==> src/rtl/morse_decoder.sv <==
// Morse receiver: times marks and spaces on a keyed input and emits ASCII characters.
module morse_decoder #(
    parameter int unsigned UNIT_CYCLES     = 2500000,
    parameter int unsigned MIN_MARK_CYCLES = 312500,
    parameter int unsigned CNT_W           = 32
) (
    input  logic       iCLK,
    input  logic       iRST,
    input  logic       iKEY,
    output logic [7:0] oCHAR,
    output logic       oVALID,
    output logic       oERR
);

    localparam logic [CNT_W-1:0] MIN_LIM  = CNT_W'(MIN_MARK_CYCLES);
    localparam logic [CNT_W-1:0] DOT_LIM  = CNT_W'(2 * UNIT_CYCLES);
    localparam logic [CNT_W-1:0] WORD_LIM = CNT_W'(5 * UNIT_CYCLES);
    localparam logic [7:0]       CH_ERR   = 8'h3F;
    localparam logic [7:0]       CH_SPACE = 8'h20;

    typedef enum logic [1:0] {S_IDLE, S_MARK, S_SPACE, S_GAP} state_t;

    state_t           state_q, state_d;
    logic             sync1_q, sync1_d;
    logic             key_s_q, key_s_d;
    logic             key_prev_q, key_prev_d;
    logic [CNT_W-1:0] cnt_q, cnt_d;
    logic [4:0]       pat_q, pat_d;
    logic [2:0]       len_q, len_d;
    logic             ovf_q, ovf_d;
    logic [7:0]       char_q, char_d;
    logic             valid_q, valid_d;
    logic             err_q, err_d;

    logic             rise;
    logic             fall;
    logic [7:0]       dec_char;
    logic             dec_known;

    assign rise   = key_s_q & ~key_prev_q;
    assign fall   = ~key_s_q & key_prev_q;
    assign oCHAR  = char_q;
    assign oVALID = valid_q;
    assign oERR   = err_q;

    // ITU table lookup on {length, elements}; first element sits at bit len-1
    always_comb begin
        dec_char  = CH_ERR;
        dec_known = 1'b1;
        case ({len_q, pat_q})
            8'b001_00000: dec_char = 8'h45; // E
            8'b001_00001: dec_char = 8'h54; // T
            8'b010_00000: dec_char = 8'h49; // I
            8'b010_00001: dec_char = 8'h41; // A
            8'b010_00010: dec_char = 8'h4E; // N
            8'b010_00011: dec_char = 8'h4D; // M
            8'b011_00000: dec_char = 8'h53; // S
            8'b011_00001: dec_char = 8'h55; // U
            8'b011_00010: dec_char = 8'h52; // R
            8'b011_00011: dec_char = 8'h57; // W
            8'b011_00100: dec_char = 8'h44; // D
            8'b011_00101: dec_char = 8'h4B; // K
            8'b011_00110: dec_char = 8'h47; // G
            8'b011_00111: dec_char = 8'h4F; // O
            8'b100_00000: dec_char = 8'h48; // H
            8'b100_00001: dec_char = 8'h56; // V
            8'b100_00010: dec_char = 8'h46; // F
            8'b100_00100: dec_char = 8'h4C; // L
            8'b100_00110: dec_char = 8'h50; // P
            8'b100_00111: dec_char = 8'h4A; // J
            8'b100_01000: dec_char = 8'h42; // B
            8'b100_01001: dec_char = 8'h58; // X
            8'b100_01010: dec_char = 8'h43; // C
            8'b100_01011: dec_char = 8'h59; // Y
            8'b100_01100: dec_char = 8'h5A; // Z
            8'b100_01101: dec_char = 8'h51; // Q
            8'b101_00000: dec_char = 8'h35; // 5
            8'b101_00001: dec_char = 8'h34; // 4
            8'b101_00011: dec_char = 8'h33; // 3
            8'b101_00111: dec_char = 8'h32; // 2
            8'b101_01111: dec_char = 8'h31; // 1
            8'b101_11111: dec_char = 8'h30; // 0
            8'b101_10000: dec_char = 8'h36; // 6
            8'b101_11000: dec_char = 8'h37; // 7
            8'b101_11100: dec_char = 8'h38; // 8
            8'b101_11110: dec_char = 8'h39; // 9
            default:      dec_known = 1'b0;
        endcase
    end

    // Next-state: synchronizer, mark/space timing, element capture and emission
    always_comb begin
        state_d    = state_q;
        sync1_d    = iKEY;
        key_s_d    = sync1_q;
        key_prev_d = key_s_q;
        pat_d      = pat_q;
        len_d      = len_q;
        ovf_d      = ovf_q;
        char_d     = char_q;
        valid_d    = 1'b0;
        err_d      = 1'b0;

        case (state_q)
            S_IDLE: begin
                if (rise) begin
                    state_d = S_MARK;
                    pat_d   = 5'd0;
                    len_d   = 3'd0;
                    ovf_d   = 1'b0;
                end
            end
            S_MARK: begin
                if (fall) begin
                    if (cnt_q < MIN_LIM) begin
                        // too short to be an element: drop it, keep what we had
                        state_d = (len_q != 3'd0) ? S_SPACE : S_IDLE;
                    end else begin
                        if (len_q == 3'd5) begin
                            ovf_d = 1'b1;
                        end else begin
                            pat_d = {pat_q[3:0], (cnt_q >= DOT_LIM)};
                            len_d = len_q + 3'd1;
                        end
                        state_d = S_SPACE;
                    end
                end
            end
            S_SPACE: begin
                if (rise) begin
                    state_d = S_MARK;
                end else if (cnt_q >= DOT_LIM) begin
                    valid_d = 1'b1;
                    err_d   = ovf_q | ~dec_known;
                    char_d  = (ovf_q | ~dec_known) ? CH_ERR : dec_char;
                    state_d = S_GAP;
                end
            end
            S_GAP: begin
                if (rise) begin
                    state_d = S_MARK;
                    pat_d   = 5'd0;
                    len_d   = 3'd0;
                    ovf_d   = 1'b0;
                end else if (cnt_q >= WORD_LIM) begin
                    valid_d = 1'b1;
                    char_d  = CH_SPACE;
                    state_d = S_IDLE;
                end
            end
            default: state_d = S_IDLE;
        endcase

        // duration counter restarts on any key edge or state change, saturates at 5 units
        if (rise || fall || (state_d != state_q)) begin
            cnt_d = '0;
        end else if (cnt_q < WORD_LIM) begin
            cnt_d = cnt_q + CNT_W'(1);
        end else begin
            cnt_d = cnt_q;
        end
    end

    // All state and output registers with synchronous reset
    always_ff @(posedge iCLK) begin
        if (iRST) begin
            state_q    <= S_IDLE;
            sync1_q    <= 1'b0;
            key_s_q    <= 1'b0;
            key_prev_q <= 1'b0;
            cnt_q      <= '0;
            pat_q      <= 5'd0;
            len_q      <= 3'd0;
            ovf_q      <= 1'b0;
            char_q     <= 8'h00;
            valid_q    <= 1'b0;
            err_q      <= 1'b0;
        end else begin
            state_q    <= state_d;
            sync1_q    <= sync1_d;
            key_s_q    <= key_s_d;
            key_prev_q <= key_prev_d;
            cnt_q      <= cnt_d;
            pat_q      <= pat_d;
            len_q      <= len_d;
            ovf_q      <= ovf_d;
            char_q     <= char_d;
            valid_q    <= valid_d;
            err_q      <= err_d;
        end
    end

endmodule

==> config.mk <==
export PLATFORM = sky130hd
export DESIGN_NAME = morse_decoder
export DESIGN_NICKNAME = d
export VERILOG_FILES = /design/src/rtl/morse_decoder.sv
export SDC_FILE = /design/constraint.sdc
export NUM_CORES = 1
export LEC_CHECK = 0
export CAP_MARGIN = 30
export CORE_MARGIN = 3
export CORE_UTILIZATION = 60
export CTS_CLUSTER_SIZE = 28
export DETAILED_ROUTE_END_ITERATION = 6
export PLACE_DENSITY = 0.79
export SYNTH_ARGS = -nofsm -noshare
export SYNTH_HDL_FRONTEND = slang
export SYNTH_SLANG_ARGS = --single-unit
==> constraint.sdc <==
create_clock -name iCLK -period 5.9 [get_ports iCLK]
set_input_delay 1.77 -clock iCLK [delete_from_list [all_inputs] [get_ports iCLK]]
set_output_delay 1.77 -clock iCLK [all_outputs]
set_load 0.02 [all_outputs]
==> flow_metrics.env, run 1 <==
export IMPL_outcome="finished clean"
export IMPL_grt_max_degree=33
export IMPL_fin_cells=511
export IMPL_crit_end="cnt_q[8]"
export IMPL_grt_pass1_vias=2587
export IMPL_port_buffers=11
export IMPL_fin_nets=452
export IMPL_leakage_nw=1.16
export IMPL_min_path_cells=2
export IMPL_power_density_nw_per_um2=182
export IMPL_dieHeight_um=82.4
export IMPL_grt_first_pass_wirelength_mm=12.4
export IMPL_drtIter0Drc=265
export IMPL_rrSetupSlack_ns=3.25
export IMPL_critPathRequiredTime_ns=6.09
export IMPL_grt_usage_pct=22.7
export IMPL_critical_path_class="in2reg"
export IMPL_critPathMaxStageDelay_ns=0.96
export IMPL_syn_area_sq_um=3500
export IMPL_num_io_pins=13
export IMPL_slowest_stage="clkdlybuf4s50_1"
export IMPL_drtAntennaViolNets=0
export IMPL_ff2ff_path_depth=7
export IMPL_dpl_hpwl_mm=5.01
export IMPL_period_needed_ns=3.59
export IMPL_cts_tree="done"
export IMPL_synth_top_area_cell="dfxtp_1"
export IMPL_irDropWorstVdd_mv=0.143
export IMPL_layout_drive_gt1_share_pct=4.78
export IMPL_synth_seq_cells=55
export IMPL_cp_cell_sequence="clkdlybuf4s50_1, inv_1, nand2_1, a211oi_1, nand3_1, o21ai_1, o211ai_2, buf_4, nor2_1"
export IMPL_grt_setup_unrepaired="false"
export IMPL_postCtsHoldBufs=0
export IMPL_fillCellCount=491
export IMPL_ys_seq_area_share_pct=31.4
export IMPL_die_x_um=82.4
export IMPL_hold_viol_final=0
export IMPL_drc_errors=0
export IMPL_numCtsBuffers=5
export IMPL_vias=3093
export IMPL_setup_tns_ns=0
export IMPL_startpoint="iRST"
export IMPL_endpoint_kind="flop"
export IMPL_max_freq_mhz=279
export IMPL_overflow=0
export IMPL_worst_slew_pin_slew_ns=0.838
export IMPL_max_cap_violations=0
export IMPL_vias_per_cell=6.05
export IMPL_hold_path_class="reg2reg"
export IMPL_post_cts_resized=0
export IMPL_core_area_sq_um=5570
export IMPL_row_count=27
export IMPL_cp_max_fo=32
export IMPL_netlist_area_leader_share_pct=31.4
export IMPL_place_congestion=0.875
export IMPL_firstDrtPassIters=5
export IMPL_synth_cells=454
export IMPL_maxSlewHeadroom_pct=44.1
export IMPL_insertion_delay_ns=0.31
export IMPL_ys_types=62
export IMPL_area_growth_pct=3.72
export IMPL_ys_flop_type="dfxtp_1"
export IMPL_power_total_mw=0.662
export IMPL_cts_clk_slew_worst_paths_ns=0.10
export IMPL_r2r_end="oCHAR[4]"
export IMPL_setup_viol=0
export IMPL_cts_htree_levels=2
export IMPL_cp_arrival_ns=3.78
export IMPL_fin_util_pct=65.2
export IMPL_fin_area_sq_um=3630
export IMPL_antenna_cells=0
export IMPL_drv_slew=0
export IMPL_min_period_over_period_pct=60.8
export IMPL_synth_async_sr_flop_share_pct=0
export IMPL_synth_area_leaders="dfxtp_1 (31%), nor2_1 (6.3%), nand2_1 (4.4%)"
export IMPL_dp_cells=503
export IMPL_synth_edf_count=0
export IMPL_fin_worst_skew_ns=0.0110
export IMPL_worstReg2RegStart="len_q[2]"
export IMPL_start_kind="primary input"
export IMPL_routedWlPerCell_um=14.3
export IMPL_yosysWarningCount=0
export IMPL_synth_nets=468
export IMPL_die_area_sq_um=6790
export IMPL_clockBufferDepth=2
export IMPL_placed_cell_area_sq_um=3550
export IMPL_antenna_found_initial=0
export IMPL_postCtsSetupRepairBufs=0
export IMPL_routed_wl_mm=7.30
export IMPL_cts_sinks=55
export IMPL_root_buffer="clkbuf_8"
export IMPL_avgSynthCellArea_sq_um=7.71
export IMPL_initial_core_util_pct=62.8
-- layout make-up --
type	instances	area, sq um	area share (%)
multi-input combinational	340	2150	59.1
inverter	24	90.1	2.48
sequential	55	1100	30.3
clock buffer	6	72.6	2.00
tap	72	90.1	2.48
timing repair buffer	12	118	3.24
clock inverter	2	12.5	0.344
-- worst min-delay path by stage --
stage	start	to	slack (ns)
floorplan	cnt_q[27]	cnt_q[27]	0.41
global placement	cnt_q[26]	cnt_q[26]	0.42
detailed placement	cnt_q[31]	cnt_q[31]	0.42
CTS	cnt_q[31]	cnt_q[31]	0.43
global route	cnt_q[29]	cnt_q[29]	0.45
finish	cnt_q[31]	cnt_q[31]	0.43
-- worst max-delay path: cells and delay by family --
family / cells / cell delay (ns)
buffers and inverters: 3 / 1.44
AND/OR/NAND/NOR: 3 / 0.35
AO/OA/AOI/OAI: 3 / 0.19
-- flip-flops by register name, indices dropped and copies added (netlist names) --
register and count:
key_prev_q 1, ovf_q 1, oVALID 1, state_q 2, oCHAR 7, cnt_q 32, pat_q 5, len_q 3
key_s_d 1, key_prev_d 1, oERR 1
-- power breakdown --
part	total, mW	leakage [nW]	switching (mW)	internal, mW
clock	0.201	0.0412	0.118	0.0833
combinational	0.0743	0.675	0.0483	0.0261
sequential	0.386	0.444	0.00880	0.377
total	0.662	1.16	0.175	0.486
-- cell usage in the layout, fill, tap and decap left out, types with 3 or more instances in the layout --
cell type        count
a211oi_1             7
a21oi_1             28
a22o_1               8
a22oi_1              3
a31oi_1              3
a41oi_1              4
and2_1               6
and3_1               4
clkbuf_8             5
clkdlybuf4s50_1     11
dfxtp_1             55
ha_1                11
inv_1               24
nand2_1             41
nand2b_1            10
nand3_1             14
nand3b_1            10
nand4_1              6
nand4b_1             5
nor2_1              59
nor2b_1              9
nor3_1              17
nor4_1               7
nor4_4               3
nor4b_1              4
o211ai_1             6
o21ai_0             11
xnor2_1             16
xor2_1               9
-- cell families after synthesis --
| family | share of synthesized area, % |
|---|---|
| flops | 31.4 |
| fa+ha+maj | 3.93 |
| xor+xnor | 6.25 |
| compound gates | 18.4 |
| buf+inv | 7.22 |
| mux | 0.286 |
| simple gates | 32.4 |
| other cells | 0.107 |
-- cells in the mapped netlist, drive strengths merged (2+ instances only) --
library cell,number
nor2b,9
and3,4
a22o,8
o21bai,2
a21oi,28
or3b,3
a211oi,7
a41oi,4
xor2,9
or4,2
or3,2
nand4b,5
clkbuf,20
nand3b,10
inv,24
a31oi,3
o211ai,7
buf,15
xnor2,16
nor2,61
nor3,17
a2bb2oi,2
nand2b,10
nand2,41
o31ai,2
nor4,10
nor4b,4
a311oi,2
nand4,7
nor3b,2
a22oi,3
a2111oi,2
nand3,14
ha,11
and4,2
and2,6
o21ai,13
dfxtp,55
-- layer usage --
| metal | wire length, um | global-route usage [%] | part of all wire, % |
|---|---|---|---|
| met1 | 3660 | 34.6 | 50 |
| met3 | 370 | 3.80 | 5.1 |
| met5 | 0 | 0 | 0 |
| met4 | 55 | 3.65 | 0.75 |
| met2 | 3210 | 33.9 | 44 |
-- stage by stage --
step / setup WS (ns) / hold WS (ns)
floorplan: 2.98 / 0.408
global placement: 2.10 / 0.416
detailed placement: 2.00 / 0.417
CTS: 2.32 / 0.432
global route: 2.07 / 0.447
finish: 2.31 / 0.430
(Power assumes the default switching activity.)
==> inputs of run 2 (changes only) <==
==> constraint.sdc (replaced) <==
create_clock -name iCLK -period 3.7 [get_ports iCLK]
set_input_delay 1.11 -clock iCLK [delete_from_list [all_inputs] [get_ports iCLK]]
set_output_delay 1.11 -clock iCLK [all_outputs]
set_load 0.02 [all_outputs]
==> flow_metrics.env, run 2 (synthesis results as in run 1) <==
export IMPL_cp_max_fo=14
export IMPL_setup_tns_ns=0
export IMPL_start_kind="flop"
export IMPL_dpl_hpwl_mm=4.96
export IMPL_firstDrtPassIters=5
export IMPL_grt_first_pass_wirelength_mm=11.9
export IMPL_cts_clk_slew_worst_paths_ns=0.10
export IMPL_routedWlPerCell_um=14.1
export IMPL_final_cell_mix="nor2_1 (59), dfxtp_1 (55), nand2_1 (41)"
export IMPL_cp_arrival_ns=2.88
export IMPL_power_density_nw_per_um2=315
export IMPL_combPwrFrac_pct=10.1
export IMPL_clockBufferDepth=2
export IMPL_critical_path_class="reg2reg"
export IMPL_drtAntennaViolNets=0
export IMPL_postCtsHoldBufs=0
export IMPL_root_buffer="clkbuf_8"
export IMPL_cts_tree="done"
export IMPL_grt_pass1_vias=2545
export IMPL_min_period_over_period_pct=71.0
export IMPL_power_total_mw=1.16
export IMPL_cts_htree_levels=2
export IMPL_grt_usage_pct=22.0
export IMPL_drc_errors=0
export IMPL_antenna_cells=0
export IMPL_port_buffers=11
export IMPL_vias=3078
export IMPL_layout_commonest_cell="nor2_1"
export IMPL_leakage_nw=1.19
export IMPL_initial_core_util_pct=62.8
export IMPL_power_share_sequential_pct=53.1
export IMPL_layout_drive_gt1_share_pct=5.44
export IMPL_irDropWorstVdd_mv=0.257
export IMPL_critPathMaxStageDelay_ns=0.54
export IMPL_row_count=27
export IMPL_num_io_pins=13
export IMPL_swShare_pct=26.4
export IMPL_cts_sinks=55
export IMPL_maxSlewHeadroom_pct=44.8
export IMPL_p_sw_mw=0.306
export IMPL_setup_ws_ns=1.07
export IMPL_max_freq_mhz=381
export IMPL_insertion_delay_ns=0.32
export IMPL_post_place_ws_ns=1.01
export IMPL_hold_path_class="reg2reg"
export IMPL_fin_cells=513
export IMPL_setup_viol=0
export IMPL_die_area_sq_um=6790
export IMPL_hold_viol_final=0
export IMPL_post_cts_resized=0
export IMPL_die_x_um=82.4
export IMPL_area_growth_pct=5.11
export IMPL_endpoint_kind="flop"
export IMPL_intPower_mw=0.853
export IMPL_fin_worst_skew_ns=0.0181
export IMPL_outcome="finished clean"
export IMPL_drv_slew=0
export IMPL_dp_cells=505
export IMPL_routed_wl_mm=7.21
export IMPL_fin_nets=454
export IMPL_regMostFlops="cnt_q"
export IMPL_pwr_share_clk_pct=36.8
export IMPL_place_congestion=0.954
export IMPL_vias_per_cell=6.00
export IMPL_drtIter0Drc=268
export IMPL_core_area_sq_um=5570
export IMPL_grt_setup_unrepaired="false"
export IMPL_period_needed_ns=2.63
export IMPL_overflow=0
export IMPL_dieHeight_um=82.4
export IMPL_largest_register_ffs=32
export IMPL_max_cap_violations=0
export IMPL_crit_top_cell="a21oi_1"
export IMPL_critPathRequiredTime_ns=3.95
export IMPL_antenna_found_initial=0
export IMPL_grt_max_degree=33
export IMPL_worst_slew_pin_slew_ns=0.827
export IMPL_cp_cell_sequence="inv_1, ha_1, nor2_1, nor2_1, nand2_1, a21oi_1, a21oi_1, or3b_1, a21oi_1"
export IMPL_numCtsBuffers=5
export IMPL_slowest_stage="ha_1"
export IMPL_postCtsSetupRepairBufs=0
export IMPL_hold_slack_ns=0.435
## run 2: worst paths after layout
path | start | end | slack (ns) | depth (start not counted)
max reg2reg | state_q[0] | len_q[0] | 1.07 | 9
min reg2reg | cnt_q[28] | cnt_q[28] | 0.43 | 2
min | cnt_q[28] | cnt_q[28] | 0.43 | 2
max | state_q[0] | len_q[0] | 1.07 | 9
## run 2: area by class of cell
cell class,count,area [sq um]
sequential,55,1100
fill,480,1890
inverter,24,90.1
tap,72,90.1
multi-input combinational,340,2150
timing repair buffer,14,133
clock inverter,3,50.0
clock buffer,5,68.8
## run 2: power by group through the flow
stage          clock network, mW  registers [mW]  logic [mW]
3_3_place_gp                   0           0.628       0.115
3_5_place_dp                   0           0.629       0.117
4_1_cts                    0.434           0.616       0.117
2_1_floorplan                  0           0.623       0.103
6_report                   0.426           0.615       0.117
5_1_grt                    0.462           0.618       0.132
## run 2: layer usage
metal / track usage, % / share of wire, %
met3: 4.01 / 5.1
met5: 0 / 0
met1: 31.8 / 50
met2: 33.1 / 44
met4: 6.31 / 0.94
## run 2: stage by stage
step | utilization, % | area (sq um)
2_1_floorplan | - | 3500
3_3_place_gp | 63.9 | 3560
3_5_place_dp | 63.9 | 3560
4_1_cts | 66.0 | 3680
5_1_grt | 66.0 | 3680
6_report | 66.0 | 3680
## run 2: worst max-delay path: cells and delay by family (launching register included)
kind | cells | cell delay [ns]
AOI/OAI and AO/OA | 3 | 0.69
adders and majority gates | 1 | 0.54
buffers and inverters | 1 | 0.16
DFF | 1 | 0.47
and+or+nand+nor | 4 | 0.72
==> inputs of run 3 (changes only) <==
--- a/config.mk
+++ b/config.mk
@@ -7,10 +7,10 @@
 export LEC_CHECK = 0
 export CAP_MARGIN = 30
 export CORE_MARGIN = 3
-export CORE_UTILIZATION = 60
+export CORE_UTILIZATION = 55
 export CTS_CLUSTER_SIZE = 28
 export DETAILED_ROUTE_END_ITERATION = 6
-export PLACE_DENSITY = 0.79
+export PLACE_DENSITY = 0.76
 export SYNTH_ARGS = -nofsm -noshare
 export SYNTH_HDL_FRONTEND = slang
 export SYNTH_SLANG_ARGS = --single-unit
==> constraint.sdc (replaced) <==
create_clock -name iCLK -period 2.3 [get_ports iCLK]
set_input_delay 0.69 -clock iCLK [delete_from_list [all_inputs] [get_ports iCLK]]
set_output_delay 0.69 -clock iCLK [all_outputs]
set_load 0.02 [all_outputs]
==> flow_metrics.env, run 3 (synthesis results as in run 1) <==
export IMPL_place_congestion=0.923
export IMPL_cts_htree_levels=2
export IMPL_layout_commonest_cell="buf_4"
export IMPL_critPathMaxStageDelay_ns=0.44
export IMPL_fin_cells=573
export IMPL_fin_worst_skew_ns=0.00960
export IMPL_endpoint_kind="flop"
export IMPL_fillCellCount=486
export IMPL_max_freq_mhz=434
export IMPL_initial_core_util_pct=58.1
export IMPL_cp_max_fo=14
export IMPL_power_total_mw=1.78
export IMPL_die_x_um=85.8
export IMPL_area_growth_pct=21.0
export IMPL_leakage_nw=1.51
export IMPL_overflow=0
export IMPL_insertion_delay_ns=0.30
export IMPL_min_period_over_period_pct=100
export IMPL_dieHeight_um=85.8
export IMPL_violations="setup timing"
export IMPL_max_cap_violations=0
export IMPL_fin_nets=511
export IMPL_routedWlPerCell_um=15.1
export IMPL_hold_path_class="reg2reg"
export IMPL_setup_viol=2
export IMPL_row_count=28
export IMPL_vias_per_cell=5.93
export IMPL_crit_family="compound AO/OA/AOI/OAI gates"
export IMPL_start_kind="flop"
export IMPL_irDropWorstVdd_mv=0.324
export IMPL_firstDrtPassIters=5
export IMPL_cp_arrival_ns=2.50
export IMPL_cts_sinks=55
export IMPL_drv_slew=0
export IMPL_port_buffers=11
export IMPL_outcome="complete, but fails checks"
export IMPL_final_cell_mix="buf_4 (56), nor2_1 (53), dfxtp_1 (49)"
export IMPL_grt_usage_pct=22.9
export IMPL_postCtsHoldBufs=0
export IMPL_core_area_sq_um=6030
export IMPL_setup_tns_ns=-0.00301
export IMPL_dp_cells=562
export IMPL_grt_setup_unrepaired="true"
export IMPL_period_needed_ns=2.30
export IMPL_drtAntennaViolNets=0
export IMPL_dpl_hpwl_mm=6.24
export IMPL_drtIter0Drc=168
export IMPL_layout_drive_gt1_share_pct=20.7
export IMPL_hold_viol_final=0
export IMPL_numCtsBuffers=5
export IMPL_hold_slack_ns=0.459
export IMPL_grt_pass1_vias=3159
export IMPL_regArea_sq_um=1110
export IMPL_clockBufferDepth=2
export IMPL_min_path_cells=2
export IMPL_power_density_nw_per_um2=421
export IMPL_crit_cells=9
export IMPL_die_area_sq_um=7360
export IMPL_largest_register_ffs=32
export IMPL_vias=3397
export IMPL_path_buf_inv=2
export IMPL_grt_max_degree=19
export IMPL_drc_errors=0
export IMPL_grt_first_pass_wirelength_mm=14.0
export IMPL_slowest_stage="or4_4"
export IMPL_ff2ff_path_depth=9
export IMPL_critPathRequiredTime_ns=2.50
export IMPL_cts_clk_slew_worst_paths_ns=0.09
export IMPL_num_io_pins=13
export IMPL_cp_cell_sequence="o21a_1, or4_4, nor4_4, a41oi_2, o21bai_1, o211ai_2, buf_4, buf_12, nor2_1"
export IMPL_routed_wl_mm=8.67
export IMPL_setup_ws_ns=-0.00165
export IMPL_cts_tree="done"
export IMPL_antenna_found_initial=0
export IMPL_root_buffer="clkbuf_8"
export IMPL_critical_path_class="reg2reg"
export IMPL_regMostFlops="cnt_q"
export IMPL_multi_input_area_sq_um=2250
export IMPL_antenna_cells=0
[run 3: changes by cell type in the layout (fill, tap and decap cells not counted), sizes merged]
cell,change
buf,+56
inv,-2
clkbuf,+3
bufinv,-1
clkinv,+1
[run 3: worst min-delay path, cell delays in order, from the launching register on]
cell and delay [ns]:
dfxtp_2 0.35, inv_1 0.05, nor2_1 0.03
[run 3: cell type report]
class	instances	area share [%]
Multi-Input combinational cell	340	53.0
Sequential cell	55	26.2
Clock buffer	7	1.80
Clock inverter	1	0.118
Tap cell	75	2.22
Timing Repair Buffer	71	14.5
Inverter	24	2.13
[run 3: what timing repair did]
| item | in CTS | in global routing |
|---|---|---|
| buffers inserted | 0 | 2 |
| gates cloned | 0 | 1 |
| resized for setup | 2 | 27 |
| pin swaps | 0 | 3 |
| endpoints found under the setup margin | 32 | 40 |
[run 3: report_power, final]
| part | internal, mW | leakage, nW | switching [mW] | total (mW) |
|---|---|---|---|---|
| registers | 0.967 | 0.447 | 0.0132 | 0.980 |
| logic | 0.126 | 1.02 | 0.160 | 0.287 |
| clock network | 0.215 | 0.0422 | 0.301 | 0.516 |
[run 3: routing by layer]
layer / global-route usage [%] / share of wire (%) / routed length (um) / vias up
li1: - / - / - / 1673
met1: 27.4 / 42 / 3610 / 1595
met2: 41.7 / 52 / 4520 / 104
met3: 3.46 / 3.8 / 330 / 25
met4: 7.63 / 2.5 / 214 / 0
met5: 0 / 0 / 0 / -
[run 3: path summary, 6_finish.rpt]
kind	start	endpoint	slack, ns
max reg2reg	cnt_q[17]	cnt_q[19]	-0.002
min reg2reg	cnt_q[28]	cnt_q[28]	0.46
min	cnt_q[28]	cnt_q[28]	0.46
max	cnt_q[17]	cnt_q[19]	-0.002
[run 3: per-stage QoR]
stage | setup slack (ns) | utilization (%) | cell area [sq um]
final | -0.00165 | 70.3 | 4240
after global routing | -0.116 | 70.3 | 4240
after CTS | 0.00615 | 68.0 | 4100
after detailed placement | -0.0375 | 66.5 | 4010
after global placement | 0.0536 | 66.5 | 4010
after floorplan | 0.129 | - | 3500
